## config.mk

```make
export PLATFORM = sky130hd
export DESIGN_NAME = alu_exec_unit_flat
export DESIGN_NICKNAME = d
export VERILOG_FILES = /design/src/rtl/alu_exec_if.sv /design/src/rtl/alu_exec_unit.sv /design/src/flat_wrapper.sv
export SDC_FILE = /design/constraint.sdc
export NUM_CORES = 1
export LEC_CHECK = 0
export BUFFER_PORTS_ARGS = -buffer_cell sky130_fd_sc_hd__buf_2
export CORE_MARGIN = 2
export CORE_UTILIZATION = 30
export CTS_BUF_LIST = sky130_fd_sc_hd__clkbuf_8
export CTS_CLUSTER_DIAMETER = 150
export CTS_CLUSTER_SIZE = 40
export DETAILED_ROUTE_END_ITERATION = 16
export MAX_ROUTING_LAYER = met4
export PLACE_DENSITY = 0.44
export SLEW_MARGIN = 25
export SYNTH_ARGS = -nofsm -noshare
export SYNTH_HDL_FRONTEND = slang
export SYNTH_SLANG_ARGS = --single-unit
```

## constraint.sdc

```tcl
create_clock -name clk -period 8 [get_ports clk]
set_input_delay 1.6 -clock clk [delete_from_list [all_inputs] [get_ports clk]]
set_output_delay 1.6 -clock clk [all_outputs]
set_load 0.01 [all_outputs]
```

## src/rtl/alu_exec_if.sv

```systemverilog
// +----------------------------------------------------------------------------+
// | alu_exec_if : operation/result handshake bundle for alu_exec_unit          |
// | Rev 1.0                                                                     |
// +----------------------------------------------------------------------------+
`default_nettype none

interface alu_exec_if #(
    parameter int WIDTH = 16
);
    logic             in_valid;
    logic             in_ready;
    logic [2:0]       alu_op;
    logic [2:0]       funct;
    logic [WIDTH-1:0] a;
    logic [WIDTH-1:0] b;
    logic             out_valid;
    logic             out_ready;
    logic [WIDTH-1:0] result;
    logic [WIDTH-1:0] hi;
    logic             zero;
    logic             ovf;
    logic             jr;

    // Register-read stage side: offers operations, consumes results.
    modport master (
        output in_valid, alu_op, funct, a, b, out_ready,
        input  in_ready, out_valid, result, hi, zero, ovf, jr
    );

    // Execute-unit side.
    modport slave (
        input  in_valid, alu_op, funct, a, b, out_ready,
        output in_ready, out_valid, result, hi, zero, ovf, jr
    );
endinterface

`default_nettype wire

```

## src/rtl/alu_exec_unit.sv

```systemverilog
// +----------------------------------------------------------------------------+
// | alu_exec_unit : registered ALU execute stage with iterative shift-add mult |
// | Rev 1.0                                                                     |
// +----------------------------------------------------------------------------+
`default_nettype none

module alu_exec_unit #(
    parameter int WIDTH = 16,
    parameter int SH_W  = $clog2(WIDTH)
) (
    input  wire logic clk,
    input  wire logic rst_n,
    alu_exec_if.slave bus
);
    localparam int MSB   = WIDTH - 1;
    localparam int CNT_W = $clog2(WIDTH + 1);
    localparam logic [CNT_W-1:0] C_MUL_STEPS = CNT_W'(WIDTH);

    typedef enum logic [1:0] {
        S_IDLE = 2'd0,
        S_MUL  = 2'd1,
        S_FIN  = 2'd2
    } state_t;

    typedef enum logic [3:0] {
        OP_ADD = 4'd0,
        OP_SUB = 4'd1,
        OP_AND = 4'd2,
        OP_OR  = 4'd3,
        OP_XOR = 4'd4,
        OP_SLT = 4'd5,
        OP_MUL = 4'd6,
        OP_SLL = 4'd7,
        OP_SRL = 4'd8,
        OP_JR  = 4'd9
    } op_t;

    state_t             r_state;
    logic [2*WIDTH-1:0] r_mcand;
    logic [2*WIDTH-1:0] r_acc;
    logic [WIDTH-1:0]   r_mplier;
    logic [CNT_W-1:0]   r_count;

    logic               r_out_valid;
    logic [WIDTH-1:0]   r_result;
    logic [WIDTH-1:0]   r_hi;
    logic               r_zero;
    logic               r_ovf;
    logic               r_jr;

    op_t                w_op;
    logic [5:0]         w_code;
    logic [WIDTH-1:0]   w_sum;
    logic [WIDTH-1:0]   w_diff;
    logic [WIDTH-1:0]   w_res;
    logic               w_ovf;
    logic               w_out_free;
    logic               w_in_ready;
    logic               w_accept;

    assign w_code     = {bus.alu_op, bus.funct};
    assign w_out_free = !r_out_valid || bus.out_ready;
    assign w_in_ready = (r_state == S_IDLE) && w_out_free;
    assign w_accept   = bus.in_valid && w_in_ready;

    always_comb begin
        w_op = OP_ADD;
        casez (w_code)
            6'b000???: w_op = OP_ADD;
            6'b001???: w_op = OP_SUB;
            6'b010000: w_op = OP_ADD;
            6'b010001: w_op = OP_SUB;
            6'b010010: w_op = OP_AND;
            6'b010011: w_op = OP_OR;
            6'b010100: w_op = OP_XOR;
            6'b010101,
            6'b010110,
            6'b010111: w_op = OP_SLT;
            6'b011110: w_op = OP_MUL;
            6'b110???: w_op = OP_SLL;
            6'b111???: w_op = (bus.funct == 3'b111) ? OP_JR : OP_SRL;
            default:   w_op = OP_ADD;
        endcase
    end

    assign w_sum  = bus.a + bus.b;
    assign w_diff = bus.a - bus.b;

    // Signed overflow: operands agree in sign (add) / differ (sub) and result sign flips.
    always_comb begin
        w_res = w_sum;
        w_ovf = 1'b0;
        case (w_op)
            OP_ADD: begin
                w_res = w_sum;
                w_ovf = (bus.a[MSB] == bus.b[MSB]) && (w_sum[MSB] != bus.a[MSB]);
            end
            OP_SUB: begin
                w_res = w_diff;
                w_ovf = (bus.a[MSB] != bus.b[MSB]) && (w_diff[MSB] != bus.a[MSB]);
            end
            OP_AND:  w_res = bus.a & bus.b;
            OP_OR:   w_res = bus.a | bus.b;
            OP_XOR:  w_res = bus.a ^ bus.b;
            OP_SLT:  w_res = {{(WIDTH-1){1'b0}}, ($signed(bus.a) < $signed(bus.b))};
            OP_SLL:  w_res = bus.a << bus.b[SH_W-1:0];
            OP_SRL:  w_res = bus.a >> bus.b[SH_W-1:0];
            OP_JR:   w_res = bus.a;
            default: w_res = w_sum;
        endcase
    end

    always_ff @(posedge clk or negedge rst_n) begin
        if (!rst_n) begin
            r_state     <= S_IDLE;
            r_mcand     <= '0;
            r_acc       <= '0;
            r_mplier    <= '0;
            r_count     <= '0;
            r_out_valid <= 1'b0;
            r_result    <= '0;
            r_hi        <= '0;
            r_zero      <= 1'b1;
            r_ovf       <= 1'b0;
            r_jr        <= 1'b0;
        end else begin
            // A load later in this block overrides the drain-clear.
            if (r_out_valid && bus.out_ready) begin
                r_out_valid <= 1'b0;
            end
            case (r_state)
                S_IDLE: begin
                    if (w_accept) begin
                        if (w_op == OP_MUL) begin
                            r_mcand  <= {{WIDTH{1'b0}}, bus.a};
                            r_mplier <= bus.b;
                            r_acc    <= '0;
                            r_count  <= C_MUL_STEPS;
                            r_state  <= S_MUL;
                        end else begin
                            r_result    <= w_res;
                            r_zero      <= (w_res == '0);
                            r_ovf       <= w_ovf;
                            r_jr        <= (w_op == OP_JR);
                            r_out_valid <= 1'b1;
                        end
                    end
                end
                S_MUL: begin
                    if (r_mplier[0]) begin
                        r_acc <= r_acc + r_mcand;
                    end
                    r_mcand  <= r_mcand << 1;
                    r_mplier <= r_mplier >> 1;
                    r_count  <= r_count - 1'b1;
                    if (r_count == CNT_W'(1)) begin
                        r_state <= S_FIN;
                    end
                end
                S_FIN: begin
                    if (w_out_free) begin
                        r_result    <= r_acc[WIDTH-1:0];
                        r_hi        <= r_acc[2*WIDTH-1:WIDTH];
                        r_zero      <= (r_acc[WIDTH-1:0] == '0);
                        r_ovf       <= 1'b0;
                        r_jr        <= 1'b0;
                        r_out_valid <= 1'b1;
                        r_state     <= S_IDLE;
                    end
                end
                default: r_state <= S_IDLE;
            endcase
        end
    end

    assign bus.in_ready  = w_in_ready;
    assign bus.out_valid = r_out_valid;
    assign bus.result    = r_result;
    assign bus.hi        = r_hi;
    assign bus.zero      = r_zero;
    assign bus.ovf       = r_ovf;
    assign bus.jr        = r_jr;

endmodule

`default_nettype wire

```

## src/flat_wrapper.sv

```systemverilog
// flat-port wrapper written by rule: the top's interface ports become plain ports
module alu_exec_unit_flat 
#(
    parameter int WIDTH = 16,
    parameter int SH_W  = $clog2(WIDTH)
)
  (clk, rst_n, bus_in_valid, bus_alu_op, bus_funct, bus_a, bus_b, bus_out_ready, bus_in_ready, bus_out_valid, bus_result, bus_hi, bus_zero, bus_ovf, bus_jr);
  alu_exec_if #(.WIDTH(WIDTH)) bus_i ();
  input  wire logic clk;
  input  wire logic rst_n;
  input wire logic [$bits(bus_i.in_valid)-1:0] bus_in_valid;
  input wire logic [$bits(bus_i.alu_op)-1:0] bus_alu_op;
  input wire logic [$bits(bus_i.funct)-1:0] bus_funct;
  input wire logic [$bits(bus_i.a)-1:0] bus_a;
  input wire logic [$bits(bus_i.b)-1:0] bus_b;
  input wire logic [$bits(bus_i.out_ready)-1:0] bus_out_ready;
  output wire logic [$bits(bus_i.in_ready)-1:0] bus_in_ready;
  output wire logic [$bits(bus_i.out_valid)-1:0] bus_out_valid;
  output wire logic [$bits(bus_i.result)-1:0] bus_result;
  output wire logic [$bits(bus_i.hi)-1:0] bus_hi;
  output wire logic [$bits(bus_i.zero)-1:0] bus_zero;
  output wire logic [$bits(bus_i.ovf)-1:0] bus_ovf;
  output wire logic [$bits(bus_i.jr)-1:0] bus_jr;
  assign bus_i.in_valid = bus_in_valid;
  assign bus_i.alu_op = bus_alu_op;
  assign bus_i.funct = bus_funct;
  assign bus_i.a = bus_a;
  assign bus_i.b = bus_b;
  assign bus_i.out_ready = bus_out_ready;
  assign bus_in_ready = bus_i.in_ready;
  assign bus_out_valid = bus_i.out_valid;
  assign bus_result = bus_i.result;
  assign bus_hi = bus_i.hi;
  assign bus_zero = bus_i.zero;
  assign bus_ovf = bus_i.ovf;
  assign bus_jr = bus_i.jr;
  alu_exec_unit #(.WIDTH(WIDTH), .SH_W(SH_W)) u_core (.clk(clk), .rst_n(rst_n), .bus(bus_i));
endmodule
```

==> run_results.csv, run 1 <==
group,metric,value,unit
timing,rsz0062_at_grt,"false",
critical_path,crit_path_max_incr_delay,0.61,ns
placed_design,gp_congestion,0.931,
synthesis,syn-instance-count,1192,
critical_path,cpLargestDelayFamily,"simple AND/OR/NAND/NOR gates",
cells_and_area,fillers,3649,
routing,drt-vias-per-instance,5.66,
placed_design,portBuffers,78,
cells_and_area,drive_gt1_share,15.2,%
cells_and_area,seq_area,3080,sq um
synthesis,postSynth.asyncResetShare,100,%
floorplanning,dieArea,36200,sq um
synthesis,synth_edf_count,0,
clocking,clk_path_buf_depth,2,
power,ir_worst_vdd,0.109,mV
routing,firstDrtPassIters,6,
timing,fin_crit_sh,71.1,%
floorplanning,die-height,190,um
timing,fmax,176,MHz
grt,grt_use_total,21.5,%
synthesis,ys_seq_area_share,29.6,%
critical_path,critPathKind,"input pin to flop",
cells_and_area,multi_input_area,6660,sq um
grt,antenna_found_initial,0,
placed_design,dpl_worst_slack,1.95,ns
power,leakagePower,0.00542,uW
timing,slew_headroom,41.1,%
clocking,ctsResizeCount,0,
timing,fin_tns_setup,0,ns
clocking,numCtsBuffers,17,
clocking,post_cts_buffers,0,
synthesis,ys_ff_latch,123,
clocking,cts_tree,"done",
synthesis,yosysUniqueCellTypes,92,
critical_path,cpMostUsedCell,"or4_1",
grt,grt_overflow,0,
critical_path,critPathSlowestCell,"or4_1",
grt,grt_pass1_vias,9012,
critical_path,crit_path_end_kind,"flop",
routing,drcViolationCount,0,
floorplanning,start_util,30.3,%
critical_path,required,8.38,ns
grt,grt_max_degree,75,
timing,setup_violations,0,
cells_and_area,nets,1350,
clocking,ctsHoldBuffers,0,
cells_and_area,area_growth_syn_to_layout,10.7,%
clocking,cts.clk_slew.worst_paths,0.08,ns
timing,worst_pin_slew,0.881,ns
clocking,cts_root_buf,"clkbuf_8",
routing,routed_wl,37800,um
cells_and_area,diodes,0,
routing,drt_iter0_markers,1048,
floorplanning,fp.dieW,190,um
routing,wl_per_cell,22.4,um
synthesis,ys.flop_type,"dfrtp_1",
timing,worst_slack,2.32,ns
status,status,"finished clean",
routing,detail-route-antenna-nets,0,
critical_path,cp_num_buf_inv,2,
timing,finalClockSkew,0.0185,ns
timing,hold_viol_final,0,
placed_design,dpl.hpwl,27800,um
synthesis,synth_fp_nets,1319,
timing,maxSlewViolCount,0,
clocking,clkSinkCount,123,
synthesis,syn-cell-area,10400,sq um
critical_path,path_cells,"buf_2 -> inv_1 -> ha_1 -> nor2_1 -> o31ai_1 -> a21oi_1 -> a221oi_1 -> o2111ai_1 -> or4_1 -> or4_1 -> or4_1 -> o31ai_2",
routing,routed-via-count,9568,
worst_hold_path,min_path_type,"flop to flop",
synthesis,syn_area_per_cell,8.73,sq um
run,max-cap-violations,0,
floorplanning,core_area,34400,sq um
clocking,htree_num_levels,4,
timing,layout_min_cycle_time,5.68,ns
critical_path,startpoint_type,"input pin",
clocking,clk_latency,0.47,ns
floorplanning,rows,68,
grt,grt_pass1_wl,57600,um
synthesis,yosys_warnings,0,
critical_path,crit_path_max_fanout,35,
critical_path,cp_data_arrival_time,6.06,ns
floorplanning,boundaryPins,79,
power,power_density,261,nW/um^2
metal layers:
layer	global-route usage [%]	vias to the layer above	share of wire, %
met4	5.52	0	1.8
met1	30.7	4720	49
met3	3.02	34	4.9
met5	-	-	0
met2	32.0	298	44
li1	-	4516	-
where the power goes:
part           leakage (uW)  switching [uW]  internal, uW  total [uW]
Combinational       0.00365             846           578        1420
Clock              0.000192             272           258         530
Sequential          0.00158             217           838        1050
Total               0.00542            1340          1670        3010
worst paths after layout:
path	start	to	slack, ns	cells past startpoint
max	bus_b[2]	u_core.bus.zero	2.32	12
min	u_core.bus.result[2]	u_core.bus.result[2]	0.47	1
max reg2reg	u_core.r_acc[0]	u_core.r_acc[26]	3.99	12
min reg2reg	u_core.bus.result[2]	u_core.bus.result[2]	0.47	1
max in group asynchronous	rst_n	u_core.r_mplier[12]	5.62	2
min in group asynchronous	rst_n	u_core.r_acc[23]	1.16	1
cell type report:
cell class                 count  area share, %
sequential                   123           26.7
multi-input combinational    898           57.8
clock inverter                12          0.880
clock buffer                  19           2.27
inverter                      89           2.91
timing repair buffer          94           4.48
tap                          455           4.94
per-stage QoR:
step	instances	cell area, sq um	hold slack (ns)	util [%]	power, uW
2_1_floorplan	1192	10400	0.438	-	2010
3_3_place_gp	1659	11200	0.460	32.5	2480
3_5_place_dp	1659	11200	0.459	32.5	2490
4_1_cts	1690	11500	0.479	33.5	3030
5_1_grt	1690	11500	0.493	33.5	3270
6_report	1690	11500	0.474	33.5	3010
sequential cells by signal, indices dropped and copies added (netlist names):
register	cells
u_core.r_acc	32
u_core.bus.hi	16
u_core.bus.zero	1
u_core.r_state	2
u_core.bus.jr	1
u_core.bus.result	16
u_core.r_count	5
u_core.r_mplier	16
u_core.bus.ovf	1
u_core.r_mcand	32
u_core.bus.out_valid	1
cells by family (layout without fill, tap and decap cells):
logic type / Yosys count / count (layout) / share of synthesized area (%)
AOI/OAI and AO/OA: 383 / 383 / 26.1
xor gates and xnor gates: 31 / 31 / 2.61
adders and majority gates: 85 / 85 / 10.4
buffers and inverters: 171 / 214 / 6.70
DFF: 123 / 123 / 29.6
muxes: 67 / 67 / 9.08
and+or+nand+nor: 332 / 332 / 15.5
cells in the mapped netlist, types with 6 or more instances:
| library cell | number | area, sq um |
|---|---|---|
| o221ai_1 | 7 | 61.3 |
| ha_1 | 82 | 1030 |
| or3_1 | 7 | 43.8 |
| clkbuf_1 | 60 | 225 |
| nand2_1 | 115 | 432 |
| xor2_1 | 15 | 131 |
| a211oi_1 | 19 | 143 |
| or4_1 | 8 | 60.1 |
| o31ai_1 | 9 | 67.6 |
| a21oi_1 | 60 | 300 |
| buf_2 | 13 | 65.1 |
| a221oi_1 | 7 | 61.3 |
| mux2i_1 | 22 | 220 |
| inv_1 | 87 | 327 |
| a22oi_1 | 11 | 82.6 |
| a21o_1 | 14 | 105 |
| a222oi_1 | 35 | 350 |
| and3_1 | 6 | 37.5 |
| nor4_1 | 12 | 75.1 |
| nor3_1 | 17 | 85.1 |
| o211ai_1 | 7 | 52.6 |
| mux2_2 | 25 | 282 |
| nor2_1 | 80 | 300 |
| dfrtp_1 | 122 | 3050 |
| o21bai_1 | 8 | 60.1 |
| nand3_1 | 26 | 130 |
| nor2b_1 | 11 | 68.8 |
| a31oi_1 | 6 | 37.5 |
| nand4_1 | 7 | 43.8 |
| o22ai_1 | 23 | 144 |
| nand2b_1 | 10 | 62.6 |
| a22o_1 | 21 | 184 |
| xnor2_1 | 16 | 140 |
| o21ai_0 | 93 | 465 |
| mux4_2 | 15 | 338 |
worst reg2reg max path: stages (launching register included):
cell	delay, ns
dfrtp_1	0.44
ha_1	0.27
fa_1	0.44
a211oi_1	0.36
o21ai_0	0.24
a2111o_1	0.49
nand2_1	0.12
o21ai_0	0.13
or4_1	0.46
a21oi_1	0.22
o21ai_0	0.35
xnor2_1	0.25
o22ai_1	0.10
cells in the final DEF (no fill, tap or decap), types with 15 or more instances in the layout:
cell,n
xnor2_1,16
mux2i_1,22
nor3_1,17
nor2_1,79
inv_1,90
a211oi_1,19
clkbuf_8,19
a222oi_1,35
nand3_1,26
dfrtp_1,122
o21ai_0,93
mux4_2,15
nand2_1,115
mux2_2,25
xor2_1,15
a21oi_1,60
a22o_1,21
ha_1,82
o22ai_1,23
buf_4,16
buf_2,77
(Power assumes the default switching activity.)
==> run 2, diff against run 1 <==
Settings changed: PLACE_DENSITY 0.44 to 0.45.
Clock period 8 ns to 4.87 ns, I/O delays scaled along.
==> run 2 against run 1 <==
Setup slack lost 1.6 ns; worst hold slack gained 0.0015 ns; total power grew 68%; cell area grew 2.5%; register-to-register slack lost 3.3 ns; global-route usage grew 1.0 points; count of clock-buffer cells in the layout grew 1; non-clock buffer count grew 33; first-iteration DRC count grew 9.8%; largest power group unchanged; critical endpoint unchanged; largest cell class unchanged; core utilization grew 0.85 points; highest routed layer unchanged; critical path depth grew 1.
==> run_results.csv, run 2 (synthesis results as in run 1) <==
group,metric,value,unit
status,status,"finished clean",
cells_and_area,multi_input_area,6670,sq um
clocking,clk_latency,0.49,ns
timing,fin_tns_setup,0,ns
cells_and_area,mostFrequentLayoutCell,"dfrtp_1",
routing,drcViolationCount,0,
clocking,cts_tree,"done",
routing,routed_wl,38900,um
critical_path,rr_worst_depth,12,
power,power_density,429,nW/um^2
power,finalPower,5070,uW
clocking,cts_root_buf,"clkbuf_8",
clocking,clk_path_buf_depth,2,
grt,grt_max_degree,64,
timing,rsz0062_at_grt,"false",
timing,slew_headroom,33.9,%
floorplanning,core_area,34400,sq um
floorplanning,boundaryPins,79,
run,max-cap-violations,0,
routing,routed-via-count,9857,
critical_path,startpoint_type,"input pin",
clocking,ctsHoldBuffers,0,
floorplanning,die-height,190,um
critical_path,cp_data_arrival_time,4.59,ns
grt,antenna_found_initial,0,
power,ir_worst_vdd,0.226,mV
placed_design,dpl.hpwl,29600,um
timing,hold_viol_final,0,
power,leakagePower,0.00558,uW
cells_and_area,area_growth_syn_to_layout,13.5,%
floorplanning,fp.dieW,190,um
cells_and_area,final_area,11800,sq um
floorplanning,dieArea,36200,sq um
clocking,ctsResizeCount,0,
placed_design,portBuffers,78,
cells_and_area,nets,1383,
timing,fmax,239,MHz
cells_and_area,diodes,0,
grt,grt_overflow,0,
critical_path,crit_path_end_kind,"flop",
clocking,clkSinkCount,123,
worst_hold_path,min_path_type,"input pin to asynchronous set/reset pin",
floorplanning,start_util,30.3,%
cells_and_area,drive_gt1_share,17.7,%
clocking,post_cts_buffers,0,
grt,grt_pass1_vias,9364,
cells_and_area,seq_area,3080,sq um
routing,detail-route-antenna-nets,0,
cells_and_area,fillers,3648,
critical_path,required,5.27,ns
cells_and_area,layout_common_cells,"dfrtp_1 (122), nand2_1 (115), o21ai_0 (93), inv_1 (89), ha_1 (82)",
clocking,numCtsBuffers,17,
critical_path,critPathKind,"input pin to flop",
timing,setup_violations,0,
clocking,cts.clk_slew.worst_paths,0.08,ns
routing,drt_iter0_markers,1151,
timing,layout_min_cycle_time,4.19,ns
critical_path,crit_path_max_fanout,13,
placed_design,placed_cell_area,11400,sq um
cells_and_area,reg.largest.list,"u_core.r_acc x32, u_core.r_mcand x32",
placed_design,gp_congestion,1.01,
grt,grt_pass1_wl,59500,um
timing,finalClockSkew,0.0222,ns
routing,firstDrtPassIters,7,
routing,drt-vias-per-instance,5.72,
placed_design,dpl.cell_count,1692,
timing,maxSlewViolCount,0,
cells_and_area,fin_cells,1724,
critical_path,ff2ff_setup_slack,0.74,ns
timing,fin_crit_sh,86.1,%
routing,wl_per_cell,22.6,um
timing,worst_pin_slew,0.988,ns
clocking,htree_num_levels,4,
floorplanning,rows,68,
grt,grt_use_total,22.5,%
[run 2: cell count changes in the layout (fill, tap and decap cells not counted)]
| cell | delta |
|---|---|
| buf_4 | +32 |
| inv_6 | +3 |
| clkinv_2 | -2 |
| a2111oi_1 | -1 |
| buf_12 | +1 |
| nor4bb_2 | +1 |
| clkinv_4 | -2 |
| inv_1 | -1 |
| nor4bb_1 | -1 |
| clkbuf_8 | +1 |
| nor2_2 | +1 |
| nor2_1 | -1 |
| clkinvlp_4 | +2 |
| a2111oi_0 | +1 |
[run 2: power breakdown]
| group | internal (uW) | switching [uW] | total [uW] | leakage [uW] |
|---|---|---|---|---|
| combinational | 974 | 1420 | 2400 | 0.00381 |
| sequential | 1380 | 350 | 1730 | 0.00158 |
| clock | 448 | 499 | 947 | 0.000192 |
| total | 2800 | 2270 | 5070 | 0.00558 |
[run 2: area by class of cell]
type                            count  area share, %
Clock inverter                     12          0.943
Multi-Input combinational cell    898           56.4
Clock buffer                       20           2.33
Tap cell                          455           4.82
Sequential cell                   123           26.1
Timing Repair Buffer              127           6.58
Inverter                           89           2.84
[run 2: stage by stage]
step | hold slack, ns | worst slack (ns) | util, %
global route | 0.492 | 0.499 | 34.4
floorplan | 0.438 | 0.274 | -
global placement | 0.458 | 0.275 | 33.2
finish | 0.475 | 0.678 | 34.4
CTS | 0.478 | 0.725 | 34.4
detailed placement | 0.463 | 0.232 | 33.2
[run 2: per-layer routing]
layer | GRT usage, % | up-vias | part of all wire, %
met5 | - | - | 0
met4 | 8.56 | 0 | 3.3
met3 | 3.61 | 65 | 5.2
met2 | 32.3 | 317 | 43
met1 | 31.7 | 4877 | 48
li1 | - | 4598 | -
[run 2: path summary, 6_finish.rpt]
| path | start | endpoint |
|---|---|---|
| worst max register to register | u_core.r_mcand[0] | u_core.r_acc[26] |
| max in group asynchronous | rst_n | u_core.bus.result[2] |
| min in group clk | u_core.bus.result[2] | u_core.bus.result[2] |
| worst min register to register | u_core.bus.result[2] | u_core.bus.result[2] |
| worst max-delay path | bus_a[3] | u_core.bus.zero |
| worst min-delay path | rst_n | u_core.r_mcand[22] |
[run 2: critical path, cell delays in order]
cell and delay (ns):
buf_2 0.23, inv_1 0.07, ha_1 0.38, nor2b_1 0.19, a211o_1 0.34, a21boi_0 0.24, mux2i_1 0.22, nand4_1 0.18
nand4bb_1 0.25, or4_1 0.43, or4_1 0.40, or4_1 0.49, o31ai_2 0.19
